<file path="src/rtl/ps2_button_mapper_if.sv">
// ps2_button_mapper_if: PS/2, key-table, joystick and coin signals between hps_io side and the mapper
interface ps2_button_mapper_if #(
  parameter int NUM_BTN = 10,
  parameter int IDX_W   = 4
);
  logic [10:0]        ps2_key;
  logic               map_wr;
  logic [IDX_W-1:0]   map_idx;
  logic [8:0]         map_code;
  logic               map_ext_any;
  logic [NUM_BTN-1:0] joy_in;
  logic               coin_req;
  logic [NUM_BTN-1:0] btn_out;
  logic               coin_out;
  logic               key_event;
  modport master (
    output ps2_key, map_wr, map_idx, map_code, map_ext_any, joy_in, coin_req,
    input  btn_out, coin_out, key_event
  );
  modport slave (
    input  ps2_key, map_wr, map_idx, map_code, map_ext_any, joy_in, coin_req,
    output btn_out, coin_out, key_event
  );
endinterface

</file>
<file path="src/rtl/ps2_button_mapper.sv">
// ps2_button_mapper: runtime-loadable PS/2 key table merged with joystick, plus timed coin pulse
module ps2_button_mapper #(
  parameter int NUM_BTN = 10,
  parameter int IDX_W   = 4,
  parameter int CNT_W   = 24,
  parameter logic [CNT_W-1:0] COIN_PULSE = 24'd800000,
  parameter logic [CNT_W-1:0] COIN_GAP   = 24'd800000
) (
  input logic clk_sys,
  input logic reset_n,
  ps2_button_mapper_if.slave bus
);
  typedef enum logic [1:0] {IDLE, PULSE, HOLDOFF} state_t;
  state_t             state, nxt;
  logic [CNT_W-1:0]   cnt, cnt_nxt;
  logic               strobe_d, coin_req_d, evt, rise;
  logic [8:0]         code [NUM_BTN];
  logic [NUM_BTN-1:0] ext_any, valid, key_state, hit, wr_hit;
  assign evt  = bus.ps2_key[10] != strobe_d;
  assign rise = bus.coin_req & ~coin_req_d;
  always_comb begin
    wr_hit = '0;
    hit    = '0;
    for (int i = 0; i < NUM_BTN; i++) begin
      wr_hit[i] = bus.map_wr && bus.map_idx == IDX_W'(i);
      hit[i]    = valid[i] && code[i][7:0] == bus.ps2_key[7:0] &&
                  (ext_any[i] || code[i][8] == bus.ps2_key[8]);
    end
  end
  always_ff @(posedge clk_sys)
    for (int i = 0; i < NUM_BTN; i++)
      if (wr_hit[i]) {ext_any[i], code[i]} <= {bus.map_ext_any, bus.map_code};
  // a write to an entry takes priority over a same-cycle event on it
  always_ff @(posedge clk_sys) begin
    strobe_d <= bus.ps2_key[10];
    if (!reset_n) begin
      valid         <= '0;
      key_state     <= '0;
      bus.btn_out   <= '0;
      bus.key_event <= 1'b0;
    end else begin
      bus.key_event <= evt;
      bus.btn_out   <= key_state | bus.joy_in;
      for (int i = 0; i < NUM_BTN; i++)
        if (wr_hit[i]) begin
          valid[i]     <= 1'b1;
          key_state[i] <= 1'b0;
        end else if (evt && hit[i]) key_state[i] <= bus.ps2_key[9];
    end
  end
  always_ff @(posedge clk_sys) begin
    coin_req_d <= bus.coin_req;
    if (!reset_n) begin
      state <= IDLE;
      cnt   <= '0;
    end else begin
      state <= nxt;
      cnt   <= cnt_nxt;
    end
  end
  always_comb begin
    nxt     = state;
    cnt_nxt = cnt;
    unique case (state)
      IDLE:    if (rise) begin
                 nxt     = PULSE;
                 cnt_nxt = COIN_PULSE - CNT_W'(1);
               end
      PULSE:   if (cnt != '0) cnt_nxt = cnt - CNT_W'(1);
               else begin
                 nxt     = HOLDOFF;
                 cnt_nxt = COIN_GAP - CNT_W'(1);
               end
      HOLDOFF: if (cnt != '0) cnt_nxt = cnt - CNT_W'(1);
               else nxt = IDLE;
      default: nxt = IDLE;
    endcase
  end
  always_comb bus.coin_out = state == PULSE;
endmodule

</file>
<file path="src/flat_wrapper.sv">
// flat-port wrapper written by rule: the top's interface ports become plain ports
module ps2_button_mapper_flat 
#(
  parameter int NUM_BTN = 10,
  parameter int IDX_W   = 4,
  parameter int CNT_W   = 24,
  parameter logic [CNT_W-1:0] COIN_PULSE = 24'd800000,
  parameter logic [CNT_W-1:0] COIN_GAP   = 24'd800000
)
  (clk_sys, reset_n, bus_ps2_key, bus_map_wr, bus_map_idx, bus_map_code, bus_map_ext_any, bus_joy_in, bus_coin_req, bus_btn_out, bus_coin_out, bus_key_event);
  ps2_button_mapper_if #(.NUM_BTN(NUM_BTN), .IDX_W(IDX_W)) bus_i ();
  input logic clk_sys;
  input logic reset_n;
  input wire logic [$bits(bus_i.ps2_key)-1:0] bus_ps2_key;
  input wire logic [$bits(bus_i.map_wr)-1:0] bus_map_wr;
  input wire logic [$bits(bus_i.map_idx)-1:0] bus_map_idx;
  input wire logic [$bits(bus_i.map_code)-1:0] bus_map_code;
  input wire logic [$bits(bus_i.map_ext_any)-1:0] bus_map_ext_any;
  input wire logic [$bits(bus_i.joy_in)-1:0] bus_joy_in;
  input wire logic [$bits(bus_i.coin_req)-1:0] bus_coin_req;
  output wire logic [$bits(bus_i.btn_out)-1:0] bus_btn_out;
  output wire logic [$bits(bus_i.coin_out)-1:0] bus_coin_out;
  output wire logic [$bits(bus_i.key_event)-1:0] bus_key_event;
  assign bus_i.ps2_key = bus_ps2_key;
  assign bus_i.map_wr = bus_map_wr;
  assign bus_i.map_idx = bus_map_idx;
  assign bus_i.map_code = bus_map_code;
  assign bus_i.map_ext_any = bus_map_ext_any;
  assign bus_i.joy_in = bus_joy_in;
  assign bus_i.coin_req = bus_coin_req;
  assign bus_btn_out = bus_i.btn_out;
  assign bus_coin_out = bus_i.coin_out;
  assign bus_key_event = bus_i.key_event;
  ps2_button_mapper #(.NUM_BTN(NUM_BTN), .IDX_W(IDX_W), .CNT_W(CNT_W), .COIN_PULSE(COIN_PULSE), .COIN_GAP(COIN_GAP)) u_core (.clk_sys(clk_sys), .reset_n(reset_n), .bus(bus_i));
endmodule
</file>
<file path="config.mk">
export PLATFORM = sky130hd
export DESIGN_NAME = ps2_button_mapper_flat
export DESIGN_NICKNAME = d
export VERILOG_FILES = /design/src/rtl/ps2_button_mapper_if.sv /design/src/rtl/ps2_button_mapper.sv /design/src/flat_wrapper.sv
export SDC_FILE = /design/constraint.sdc
export NUM_CORES = 1
export LEC_CHECK = 0
export CORE_ASPECT_RATIO = 0.6
export CORE_MARGIN = 2
export CORE_UTILIZATION = 53
export DETAILED_ROUTE_END_ITERATION = 8
export PLACE_DENSITY = 0.78
export SYNTH_ARGS = -nofsm -noshare
export SYNTH_HDL_FRONTEND = slang
export SYNTH_SLANG_ARGS = --single-unit
export TNS_END_PERCENT = 10
</file>
<file path="constraint.sdc">
create_clock -name clk_sys -period 2 [get_ports clk_sys]
set_input_delay 0.3 -clock clk_sys [delete_from_list [all_inputs] [get_ports clk_sys]]
set_output_delay 0.3 -clock clk_sys [all_outputs]
set_load 0.02 [all_outputs]
</file>
==> metrics.txt <==
drt pass-1 iters=5; largest area contributor in the netlist=edfxtp_1; Tot Pwr=0.008449 W; post-layout min period=2.093 ns; Slew @ Worst Pin=0.5950 ns; Worst Skew=0.01096 ns; most used flip-flop cell after synthesis=edfxtp_1; Clock H-tree levels=4; Post-synth EDFFs=100; Async S/R FF share, synth=0; Final period util=1.046; Yosys warning count=0; maxcap violations=0; CP startpoint kind=flop; power per cell area=954.7 mW/mm²; # nets final=719; Clock Path Buffers=2; peak supply drop=0.6697 mV; P_sw=0.002265 W; R2R Setup Slk=-0.09 ns; Post-Route M1 WL=8081 µm; largest net degree at the start of global routing=34; CTS tree=yes; Synth Net Count=602; Clk Tree Root Cell=clkbuf_16; post-synth cell types=61; Met3 Wirelength=1950 µm; most common cell after layout, fill and taps aside=edfxtp_1; die width=151.4 µm; # port buffers=50; final core occ=0.6929; worst flop-to-flop path startpoint=u_core.cnt[8]; via/cell ratio=5.916; initial antenna violation count=0; Reg2Reg Depth=6; Tot GR Track Use=0.2688; vias=5064; fraction of layout instances using a drive strength above 1=0.2114; leakage=2.977 nW; end of the worst register-to-register path=u_core.cnt[23]; top sig layer=met4; vias in the first global route=4935; register area share after synthesis=0.6055; CP max FO=3; Avg Cell Area, Syn=12.43 µm²; RSZ-0062 raised after global routing=true; share of power burned in registers=0.440; Layout area overhead=28.06%; Rel. slew slack=0.6021; routed len/inst=21.14 µm; Layout fillers=844; residual DRC count=0; initial drt markers=631; Setup CP Type=reg2reg; die area=0.01400 mm²; Worst-Skew Late Latency=0.42 ns; #FFs+latches synth=159; core area=0.01277 mm²; Post-Synthesis Cells=556; Final Hold Viols=0; Synth top area share=0.4345; Die Ht=92.45 µm; CP endpoint kind=flop; n_diodes=0; Fmax=477.8 MHz; routability-driven placement congestion ratio=0.8770; fin worst setup slack=-0.09284 ns; hold endpoint=u_core.coin_req_d; Initial Util=0.5410; min-delay worst type=in2reg; WP data required=2.34 ns; post-DP HPWL=11840 µm; Data arrival, critical path=2.44 ns; Hold WS=0.3664 ns; Clock power frac=0.365; cell area after synthesis=0.006910 mm²; Gate power share=0.195; most frequent cells in the layout=edfxtp_1, xnor2_1, nor2_1; Place WS=-0.1527 ns; routed wire length=18100 µm; Routed met2 length=7808 µm; # rows=32; Hold Path Depth=1; status=finished with violations; Sw Ratio=0.2680; first-pass GRT wire length=27570 µm; failing checks=negative setup slack; Max Transition Viols Final=0; final setup vio count=3; post-route ant nets=0; CTS buffer count=17; Congestion Overflow GR=0; dominant cells by area after synthesis=edfxtp_1, dfxtp_1, xnor2_1, nor2_1, nor3_1; Int Pwr=0.006185 W; HP Start=bus_coin_req; I/O pin count=51; clock sink count=159; CTS clock-pin slew for the worst setup and hold paths=0.06 ns
## per-layer routing
metal | global-route usage | vias to the layer above
li1 | - | 2290
met3 | 0.08522 | 21
met5 | 0 | -
met2 | 0.3729 | 287
met4 | 0.07321 | 0
met1 | 0.4044 | 2466
## layout make-up
cell class / instances / area, µm² / share of cell area
Clock buffer: 20 / 436.7 / 0.04934
Clock inverter: 12 / 120.1 / 0.01357
Inverter: 11 / 41.29 / 0.004666
Multi-Input combinational cell: 364 / 2705 / 0.3057
Sequential cell: 159 / 4190 / 0.4735
Tap cell: 170 / 212.7 / 0.02404
Timing Repair Buffer: 120 / 1144 / 0.1292
## cells by family after synthesis
group           after synthesis  synth area share
simple gates                167            0.1338
compound gates               87           0.09433
fa+ha+maj                     7           0.01267
buf+inv                      33           0.02100
mux                          12           0.01738
flops                       159            0.6055
xor+xnor                     91            0.1153
## cells in the mapped netlist (4+ instances only)
cell      instances
nor3_1           31
o211ai_1         12
ha_1              7
nand4_1          23
a21oi_1          20
o21ai_0           6
xnor2_1          90
clkbuf_1         17
a21oi_2           5
nand2_1           9
edfxtp_1        100
dfxtp_1          59
o21ai_1           5
nand3_1           5
inv_1            10
o221a_1           4
nor2_1           61
a31oi_1           5
mux2i_1          12
## repair_timing
item | 4_1_cts | 5_1_grt
buffers inserted | 0 | 5
pin swaps | 2 | 7
gates resized for setup | 7 | 31
hold buffers | 0 | 0
endpoints found under the setup margin | 16 | 22
cloned | 0 | 0
## metrics by stage
stage | TNS (ns) | cell area, µm² | std cells
finish | -0.1689 | 8850 | 856
floorplan | -0.05071 | 6915 | 556
global route | -0.7144 | 8850 | 856
global placement | -0.3098 | 8118 | 819
CTS | -0.01051 | 8692 | 851
detailed placement | -1.947 | 8118 | 819
## worst max path at each step
stage / endpoint / slack (ns) / start
final: u_core.cnt[23] / -0.09 / u_core.cnt[8]
after detailed placement: u_core.cnt[8] / -0.15 / u_core.cnt[0]
after global routing: u_core.cnt[23] / -0.13 / u_core.cnt[8]
after global placement: u_core.cnt[16] / -0.09 / bus_coin_req
after CTS: u_core.cnt[3] / -0.01 / u_core.cnt[12]
after floorplan: u_core.cnt[22] / -0.03 / u_core.state[1]
## power groups by stage
stage | Combinational [W] | Sequential (W) | Clock (W)
5_1_grt | 0.00175 | 0.00373 | 0.00324
6_report | 0.00165 | 0.00372 | 0.00308
3_3_place_gp | 0.00140 | 0.00376 | 0
2_1_floorplan | 0.000787 | 0.00377 | 0
3_5_place_dp | 0.00146 | 0.00376 | 0
4_1_cts | 0.00149 | 0.00370 | 0.00310
## flip-flops by register name, summed over array words and instances, names as in the netlist
signal / flops
u_core.strobe_d: 1
u_core.bus.btn_out: 10
u_core.bus.key_event: 1
u_core.cnt: 24
u_core.state: 2
u_core.code: 90
u_core.coin_req_d: 1
u_core.key_state: 10
u_core.ext_any: 10
u_core.valid: 10
## critical path, stage by stage, from the launching register on
cell and delay (ns):
dfxtp_2 0.34, nor4_4 0.40, buf_4 0.20, nand4_1 0.25, buf_4 0.25, or4_1 0.42
a21oi_2 0.17
Note: power is estimated with default switching activity, not from simulation.
